==> config.mk <==
export PLATFORM = sky130hd
export DESIGN_NAME = iob_wb_bridge
export DESIGN_NICKNAME = d
export VERILOG_FILES = /design/src/rtl/iob_wb_bridge.sv
export SDC_FILE = /design/constraint.sdc
export NUM_CORES = 1
export LEC_CHECK = 0
export ABC_AREA = 1
export CORE_MARGIN = 1
export CORE_UTILIZATION = 30
export DETAILED_ROUTE_END_ITERATION = 6
export PLACE_DENSITY = 0.68
export REMOVE_ABC_BUFFERS = 1
export SLEW_MARGIN = 15
export SYNTH_ARGS = -nofsm -noshare
export SYNTH_HDL_FRONTEND = slang
export SYNTH_SLANG_ARGS = --single-unit
==> constraint.sdc <==
create_clock -name clk -period 2.1 [get_ports clk]
set_input_delay 0.21 -clock clk [delete_from_list [all_inputs] [get_ports clk]]
set_output_delay 0.21 -clock clk [all_outputs]
set_load 0.01 [all_outputs]
==> src/rtl/iob_wb_bridge.sv <==
// IOb-native slave to Wishbone classic master bridge, one outstanding request.
// Optional Wishbone wait timeout enabled by defining IOB_WB_BRIDGE_TIMEOUT_EN.
module iob_wb_bridge #(
   parameter int ADDR_W  = 32,
   parameter int DATA_W  = 32,
   parameter int TIMEOUT = 255
) (
   input  logic                                  clk,
   input  logic                                  rst,
   input  logic                                  s_valid,
   input  logic [ADDR_W-1:0]                     s_address,
   input  logic [DATA_W-1:0]                     s_wdata,
   input  logic [DATA_W/8-1:0]                   s_wstrb,
   output logic [DATA_W-1:0]                     s_rdata,
   output logic                                  s_ready,
   output logic                                  s_err,
   output logic [ADDR_W-$clog2(DATA_W/8)-1:0]    wb_adr_o,
   output logic [DATA_W-1:0]                     wb_dat_o,
   output logic [DATA_W/8-1:0]                   wb_sel_o,
   output logic                                  wb_we_o,
   output logic                                  wb_cyc_o,
   output logic                                  wb_stb_o,
   output logic [2:0]                            wb_cti_o,
   output logic [1:0]                            wb_bte_o,
   input  logic [DATA_W-1:0]                     wb_dat_i,
   input  logic                                  wb_ack_i,
   input  logic                                  wb_err_i
);
   // state | meaning
   // IDLE  | waiting for s_valid, request captured on acceptance
   // BUS   | Wishbone cycle in flight, waiting for ack/err (or timeout)
   // RESP  | one-cycle s_ready pulse back to the IOb master
   localparam int SEL_W  = DATA_W / 8;
   localparam int OFF_W  = $clog2(SEL_W);
   localparam int WADR_W = ADDR_W - OFF_W;

   localparam logic [1:0] S_IDLE = 2'd0;
   localparam logic [1:0] S_BUS  = 2'd1;
   localparam logic [1:0] S_RESP = 2'd2;

   logic [1:0]        state_q, state_d;
   logic [WADR_W-1:0] adr_q;
   logic [DATA_W-1:0] dat_q;
   logic [DATA_W-1:0] rdata_q;
   logic [SEL_W-1:0]  sel_q;
   logic              we_q;
   logic              err_q;
   logic              in_bus;
   logic              timeout;
   logic              term_err;
   logic              term;
   logic              unused_addr_bits;

   // Byte-offset bits never reach the word-addressed bus.
   assign unused_addr_bits = ^s_address;

   assign in_bus = (state_q == S_BUS);

`ifdef IOB_WB_BRIDGE_TIMEOUT_EN
   localparam int              CNT_W    = $clog2(TIMEOUT + 1);
   localparam logic [CNT_W-1:0] CNT_LAST = CNT_W'(TIMEOUT - 1);

   logic [CNT_W-1:0] cnt_q;

   // Counter holds (BUS cycle - 1); a real termination on the last cycle wins.
   assign timeout = in_bus && !wb_ack_i && !wb_err_i && (cnt_q == CNT_LAST);

   always_ff @(posedge clk or negedge rst) begin
      if (!rst) begin
         cnt_q <= '0;
      end else if ((state_q == S_IDLE) && s_valid) begin
         cnt_q <= '0;
      end else if (in_bus && !wb_ack_i && !wb_err_i) begin
         cnt_q <= cnt_q + CNT_W'(1);
      end
   end
`else
   localparam int unused_timeout = TIMEOUT;
   assign timeout = 1'b0;
`endif

   assign term_err = wb_err_i | timeout;
   assign term     = in_bus && (wb_ack_i || term_err);

   always_comb begin
      state_d = state_q;
      case (state_q)
         S_IDLE:  if (s_valid) state_d = S_BUS;
         S_BUS:   if (term)    state_d = S_RESP;
         S_RESP:  state_d = S_IDLE;
         default: state_d = S_IDLE;
      endcase
   end

   always_ff @(posedge clk or negedge rst) begin
      if (!rst) begin
         state_q <= S_IDLE;
         adr_q   <= '0;
         dat_q   <= '0;
         sel_q   <= '0;
         we_q    <= 1'b0;
         err_q   <= 1'b0;
         rdata_q <= '0;
      end else begin
         state_q <= state_d;
         if ((state_q == S_IDLE) && s_valid) begin
            adr_q <= s_address[ADDR_W-1:OFF_W];
            dat_q <= s_wdata;
            we_q  <= |s_wstrb;
            sel_q <= (|s_wstrb) ? s_wstrb : '1;
         end
         if (term) begin
            err_q   <= term_err;
            rdata_q <= (!term_err && !we_q) ? wb_dat_i : '0;
         end
      end
   end

   assign wb_cyc_o = in_bus;
   assign wb_stb_o = in_bus;
   assign wb_adr_o = adr_q;
   assign wb_dat_o = dat_q;
   assign wb_sel_o = sel_q;
   assign wb_we_o  = we_q;
   assign wb_cti_o = 3'b000;
   assign wb_bte_o = 2'b00;

   assign s_ready  = (state_q == S_RESP);
   assign s_err    = s_ready & err_q;
   assign s_rdata  = rdata_q;

endmodule
# Word level (Yosys, flattened, before mapping)
# Cells that the tools add are included.
op_classes:
  bitwise: 1
  n_eq_ne: 4
  muxes: 5
  n_reduce_logical: 9
ops:
  columns: ["cell", "n"]
  rows:
  - ["2-to-1 mux 32 bit", 1]
  - ["2-to-1 mux 2 bit", 2]
  - ["2-to-1 mux 4 bit", 1]
  - ["one-hot mux 2 bit (2 select lines)", 1]
  - ["OR reduction 4 bit", 1]
  - ["logical AND 1 bit", 3]
  - ["== test 2 x 1 -> 1 bit, second input constant", 1]
  - ["== test 2 bit, second input constant", 1]
  - ["logical NOT 1 bit", 2]
  - ["logical NOT 2 bit", 1]
  - ["!= test 2 x 1 -> 1 bit, second input constant", 1]
  - ["!= test 2 bit, second input constant", 1]
  - ["AND reduction 2 bit", 1]
  - ["bitwise AND 1 bit", 1]
  - ["logical OR 1 bit", 1]
totals:
  output_inout_bits: 108
  reg_bits: 102
  word_cells: 26

# Longest topological paths before layout
# Gate-level depths: netlist (run 1).
depth:
  word_depth: 4
  depth_mapped: 7
  depth_no_buf: 5

# Least setup slack after synthesis (run 1)
# No wires, ideal clock.
synth_path:
  kind: "register to register"
  from: "reg state_q[1]"
  to: "reg rdata_q[28] (netlist: s_rdata[28])"
  setup_time_ns: 0.126
  n_path_buf: 2
  arrival_time_ns: 1.037
  setup_slack_ns: 0.937
  path_stages_with_launch: 7
  required_ns: 1.974
  synth_period_minus_slack_ns: 1.163
  cell_sequence: "dfrtp_1 > nor2_4 > nand2_2 > buf_6 > buf_6 > nand2_1 > o21ai_0"
synth_between:
  elab_chain_cells: 2
synth_rtl:
  columns: ["element", "line_no", "rtl"]
  rows:
  - ["start, declared", "41", "logic [1:0] state_q, state_d;"]
  - ["start signal, assigned", "105", "state_q <= state_d;"]
  - ["== test 2 x 1 -> 1 bit", "57", "assign in_bus = (state_q == S_BUS);"]
  - ["via wb_cyc_o", "21", "output logic wb_cyc_o,"]
  - ["logical AND 1 bit", "83", "assign term = in_bus && (wb_ack_i || term_err);"]
  - ["end signal, assigned", "114", "rdata_q <= (!term_err && !we_q) ? wb_dat_i : '0;"]
  - ["end, declared", "44", "logic [DATA_W-1:0] rdata_q;"]
# The timed path passes the listed nets, and every way through them passes these cells.
# A chain may end at the register's enable or synchronous reset.

# Final worst setup path (run 1)
layout_path:
  from: "reg state_q[0]"
  to: "out s_err"
layout_between:
  elab_chain_cells: 2
layout_rtl:
  columns: ["element", "line_no", "rtl"]
  rows:
  - ["== test 2 bit", "128", "assign s_ready = (state_q == S_RESP);"]
  - ["bitwise AND 1 bit", "129", "assign s_err = s_ready & err_q;"]
  - ["end, declared", "16", "output logic s_err,"]
# Every way passes these cells.

==> results.json, run 1 <==
{
  "outcome": "finished, final reports clean",
  "rsz0062_at_grt": "false",
  "die_w_um": 119,
  "ys_ff_latch": 102,
  "synthArstFlopShare": 1.00,
  "syn-cell-area_um2": 4080,
  "final_hold_viol_count": 0,
  "io_buffers": 205,
  "grt-ovfl-total": 0,
  "coreArea_um2": 13200,
  "path_cells": "inv_2 > and3_1 > clkdlybuf4s50_1",
  "rows": 42,
  "utilization": 0.498,
  "syn_area_per_cell_um2": 8.90,
  "r2r_cells": 6,
  "startpoint": "state_q[0]$_DFFE_PN0P_",
  "min-delay-start": "s_address[12]",
  "numCtsBuffers": 9,
  "synth_edf_count": 0,
  "synth_top_area_cell": "dfrtp_1",
  "peakVddDrop_mv": 0.799,
  "postPlaceCellArea_um2": 6240,
  "antenna_found_initial": 0,
  "start_util": 0.308,
  "grt_pass1_wl_mm": 17.4,
  "wire_per_inst_um": 12.7,
  "grt_usage": 0.158,
  "setup_ws_ns": 0.352,
  "fin_tns_setup_ns": 0,
  "ios": 213,
  "synth_area_leaders": "dfrtp_1, nand2_1, o21ai_0",
  "htree_num_levels": 3,
  "insertion_delay_ns": 0.34,
  "min_path_type": "in2reg",
  "cp-start-kind": "register",
  "worst_r2r_endpoint": "wb_adr_o[11]$_DFFE_PN0P_",
  "grt_pass1_vias": 3568,
  "grt_max_degree": 68,
  "timing.final.crit_share": 0.832,
  "path_class": "reg2out",
  "synth.distinct_cells": 20,
  "yosys-top-cells-count": "nand2_1, dfrtp_1, o21ai_0, buf_2, buf_4",
  "dr.pass1.iters": 4,
  "yosys.area.top_type_share": 0.626,
  "max_stage_delay_ns": 0.55,
  "tritoncts": "yes",
  "gp_congestion": 0.761,
  "endpoint": "s_err",
  "ys_seq_area_frac": 0.626,
  "ctsRootBufferMaster": "clkbuf_16",
  "yosys_warnings": 0,
  "fill_cells": 1256,
  "endpoint_kind": "output port",
  "ys.flop_type": "dfrtp_1",
  "fp.dieH_um": 119,
  "netlist_instances": 458,
  "reg2reg_from": "state_q[1]$_DFFE_PN0P_",
  "setup_viol": 0,
  "nNetsFinal": 763,
  "power_density_nw_per_um2": 1170,
  "cts_buffer_depth": 2,
  "cp.arrival_ns": 1.54,
  "via_per_inst": 4.32,
  "whs_ns": 0.394,
  "skew_ns": 0.00496,
  "cp_max_fo": 3,
  "drv_slew": 0,
  "drtAntennaViolNets": 0,
  "wl_mm": 10.7,
  "cts_sinks": 102,
  "post-route-min-period_ns": 1.75,
  "dp_hpwl_mm": 7.70,
  "slowest_stage": "clkdlybuf4s50_1",
  "worstPathRequired_ns": 1.89,
  "fin_cells": 838,
  "drv_cap": 0,
  "r2r_slack_ns": 0.87,
  "die_area_um2": 14100,
  "timing.fmax_mhz": 572,
  "power_mw": 7.71,
  "pre_cts_ws_ns": 0.622,
  "place_inst": 822,
  "vias": 3619,
  "leakage_nw": 3.12,
  "design_area_um2": 6590,
  "drive_gt1_frac": 0.0544,
  "clkTransAtPathRegs_ns": 0.07,
  "antenna_cells": 0,
  "yosysMostFrequentCell": "nand2_1",
  "area_growth_pct": 61.8,
  "drt_iter0_markers": 175,
  "drc": 0
}
metal layers:
layer	track usage	up-vias	share of wire	routed length [um]
met5	0	-	0	0
met4	0.0451	0	0.012	125
met3	0.0772	11	0.099	1050
met2	0.257	147	0.47	5050
met1	0.184	1682	0.42	4430
li1	-	1779	-	-
cell families after synthesis:
kind of cell	count (synthesis)	synth area share
DFF	102	0.626
AOI/OAI and AO/OA	33	0.0442
buffers and inverters	40	0.0632
other	1	0.000920
and+or+nand+nor	282	0.265
state kept, by name, summed over array words and instances (netlist names):
signal / cells
s_rdata: 32
wb_adr_o: 30
err_q: 1
wb_we_o: 1
wb_dat_o: 32
wb_sel_o: 4
state_q: 2
layout make-up:
type | instances | area (um^2) | area share
clock inverter | 4 | 95.1 | 0.0144
clock buffer | 11 | 243 | 0.0368
tap | 176 | 220 | 0.0334
multi-input combinational | 320 | 1280 | 0.194
sequential | 102 | 2550 | 0.387
timing repair buffer | 215 | 2160 | 0.328
inverter | 10 | 37.5 | 0.00569
worst max-delay path, delay by kind of cell (launching register included):
family / cells / cell delay, ns
buffers and inverters: 2 / 0.65
DFF: 1 / 0.39
and+or+nand+nor: 1 / 0.15
worst min-delay path by stage:
stage / depth (start not counted) / end
floorplan: 0 / err_q$_DFFE_PN0P_
global placement: 2 / err_q$_DFFE_PN0P_
detailed placement: 2 / s_rdata[1]$_DFFE_PN0P_
CTS: 3 / wb_dat_o[2]$_DFFE_PN0P_
global route: 3 / wb_dat_o[7]$_DFFE_PN0P_
finish: 3 / wb_adr_o[10]$_DFFE_PN0P_
layout by cell type, fill, tap and decap left out, types with 4 or more instances in the layout:
master and count:
buf_4 7, o21ai_2 4, clkdlybuf4s50_1 204, nand2_1 273, o21ai_1 7, conb_1 5
dfrtp_1 102, inv_1 6, clkbuf_16 9, o21ai_0 22, inv_2 4
what timing repair did:
| action | in CTS | in global routing |
|---|---|---|
| hold buffers | 1 | 0 |
| gates resized for setup | 0 | 0 |
| setup buffers | 0 | 0 |
| hold endpoints to repair | 102 | 0 |
report_power, final:
group	total, mW	internal, mW	leakage [nW]	switching [mW]
Clock	1.88	1.19	0.166	0.694
Combinational	2.86	1.58	1.65	1.28
Sequential	2.97	2.61	1.30	0.363
Total	7.71	5.37	3.12	2.34
(Power assumes the default switching activity.)
==> run 2: changes to the inputs <==
PLACE_DENSITY = 0.7   (was 0.68)
clock period = 1.4 ns   (was 2.1 ns; I/O delays follow)
==> run 2 against run 1 <==
Sequential power rose by 48%. Register-to-register slack got worse by 0.75 ns. Non-clock buffer count rose by 6. Final area rose by 1.6%. Sequential share of layout area fell by 0.61 points. Clock skew rose by 0.0027 ns. Critical path type unchanged.
==> results.json, run 2 (same netlist as run 1, synthesis figures left out) <==
{
  "endpoint_kind": "output port",
  "mostFrequentLayoutCells": "nand2_1, clkdlybuf4s50_1, dfrtp_1",
  "layout_commonest_cell": "nand2_1",
  "switching_share": 0.324,
  "drv_cap": 0,
  "vias": 3646,
  "tritoncts": "yes",
  "dp_hpwl_mm": 7.95,
  "cp_max_fo": 2,
  "slowest_stage": "clkdlybuf4s50_1",
  "drt_iter0_markers": 173,
  "coreArea_um2": 13200,
  "final_hold_viol_count": 0,
  "fp.dieH_um": 119,
  "timing.fmax_mhz": 737,
  "drc": 0,
  "postPlaceCellArea_um2": 6310,
  "timing.critical_path.buf_inv": 1,
  "p_int_mw": 7.31,
  "die_w_um": 119,
  "worstPathRequired_ns": 1.26,
  "seq_power_share": 0.406,
  "insertion_delay_ns": 0.34,
  "drtAntennaViolNets": 0,
  "p_switching_mw": 3.50,
  "ctsRootBufferMaster": "clkbuf_16",
  "reg2reg_from": "state_q[1]$_DFFE_PN0P_",
  "power_mw": 10.8,
  "rsz0062_at_grt": "false",
  "power_frac_comb": 0.371,
  "grt_pass1_wl_mm": 18.0,
  "grt_pass1_vias": 3711,
  "place_inst": 826,
  "setup_ws_ns": 0.0423,
  "via_per_inst": 4.31,
  "numCtsBuffers": 9,
  "cts_sinks": 102,
  "die_area_um2": 14100,
  "min_path_type": "in2async",
  "fill_cells": 1258,
  "fin_cells": 845,
  "path_cells": "clkdlybuf4s50_1",
  "design_area_um2": 6700,
  "drive_gt1_frac": 0.0658,
  "io_buffers": 205,
  "cts_buffer_depth": 2,
  "wire_per_inst_um": 13.1,
  "max_stage_delay_ns": 0.54,
  "setup_viol": 0,
  "critical-path-top-delay-family": "buffers and inverters",
  "dr.pass1.iters": 4,
  "grt_max_degree": 54,
  "r2r_cells": 7,
  "power_density_nw_per_um2": 1610,
  "drv_slew": 0,
  "ios": 213,
  "pre_cts_ws_ns": 0.0207,
  "clkTransAtPathRegs_ns": 0.07,
  "start_util": 0.308,
  "outcome": "finished, final reports clean",
  "nNetsFinal": 769,
  "skew_ns": 0.00765,
  "cp.arrival_ns": 1.22,
  "leakage_nw": 3.97,
  "p_clk_frac": 0.223,
  "worst_r2r_endpoint": "wb_adr_o[8]$_DFFE_PN0P_",
  "wl_mm": 11.1,
  "htree_num_levels": 3,
  "gp_congestion": 0.795,
  "r2r_slack_ns": 0.12,
  "timing.final.crit_share": 0.970,
  "grt_usage": 0.162,
  "post-route-min-period_ns": 1.36,
  "grt-ovfl-total": 0,
  "path_class": "reg2out",
  "antenna_cells": 0,
  "peakVddDrop_mv": 0.767,
  "cp-start-kind": "register",
  "rows": 42,
  "antenna_found_initial": 0,
  "area_growth_pct": 64.4
}
==> run 2: worst max-delay path by stage <==
stage               cells past startpoint                   start                       end
finish                                  1  s_rdata[0]$_DFFE_PN0P_                s_rdata[0]
CTS                                     3  state_q[1]$_DFFE_PN0P_                     s_err
global placement                        6                 s_valid   wb_adr_o[8]$_DFFE_PN0P_
detailed placement                      7                wb_err_i   s_rdata[29]$_DFFE_PN0P_
floorplan                               5  state_q[0]$_DFFE_PN0P_   wb_sel_o[0]$_DFFE_PN0P_
global route                            7  state_q[1]$_DFFE_PN0P_  wb_dat_o[17]$_DFFE_PN0P_
==> run 2: layout make-up <==
type | count | area, um^2 | share of cell area
tap | 176 | 220 | 0.0329
inverter | 10 | 37.5 | 0.00560
sequential | 102 | 2550 | 0.381
timing repair buffer | 221 | 2320 | 0.347
multi-input combinational | 320 | 1280 | 0.191
clock buffer | 12 | 236 | 0.0353
clock inverter | 4 | 47.5 | 0.00710
==> run 2: what timing repair did <==
action,4_1_cts,5_1_grt
hold buffers,1,0
setup endpoints to repair,40,56
hold endpoints to repair,102,0
resized for setup,48,57
buffers inserted,1,1
==> run 2: per-stage QoR <==
stage	TNS (ns)	utilization	hold slack, ns
3_3_place_gp	0	0.477	0.00953
5_1_grt	0	0.506	0.221
2_1_floorplan	-61.89	-	-0.156
3_5_place_dp	0	0.477	0.0148
6_report	0	0.506	0.211
4_1_cts	-0.0379	0.495	0.199
==> run 2: layer usage <==
metal	share of wire	track usage	wire length (um)	vias up
met5	0	0	0	-
met1	0.44	0.204	4830	1690
li1	-	-	-	1796
met3	0.086	0.0565	960	13
met2	0.46	0.254	5130	147
met4	0.016	0.0665	181	0
==> run 2: power by group through the flow <==
stage          Combinational, mW  Clock, mW  Sequential (mW)
2_1_floorplan               1.12          0             4.90
3_3_place_gp                4.36          0             4.44
3_5_place_dp                4.43          0             4.47
4_1_cts                     4.19       2.52             4.42
5_1_grt                     4.41       2.63             4.52
6_report                    4.01       2.41             4.39
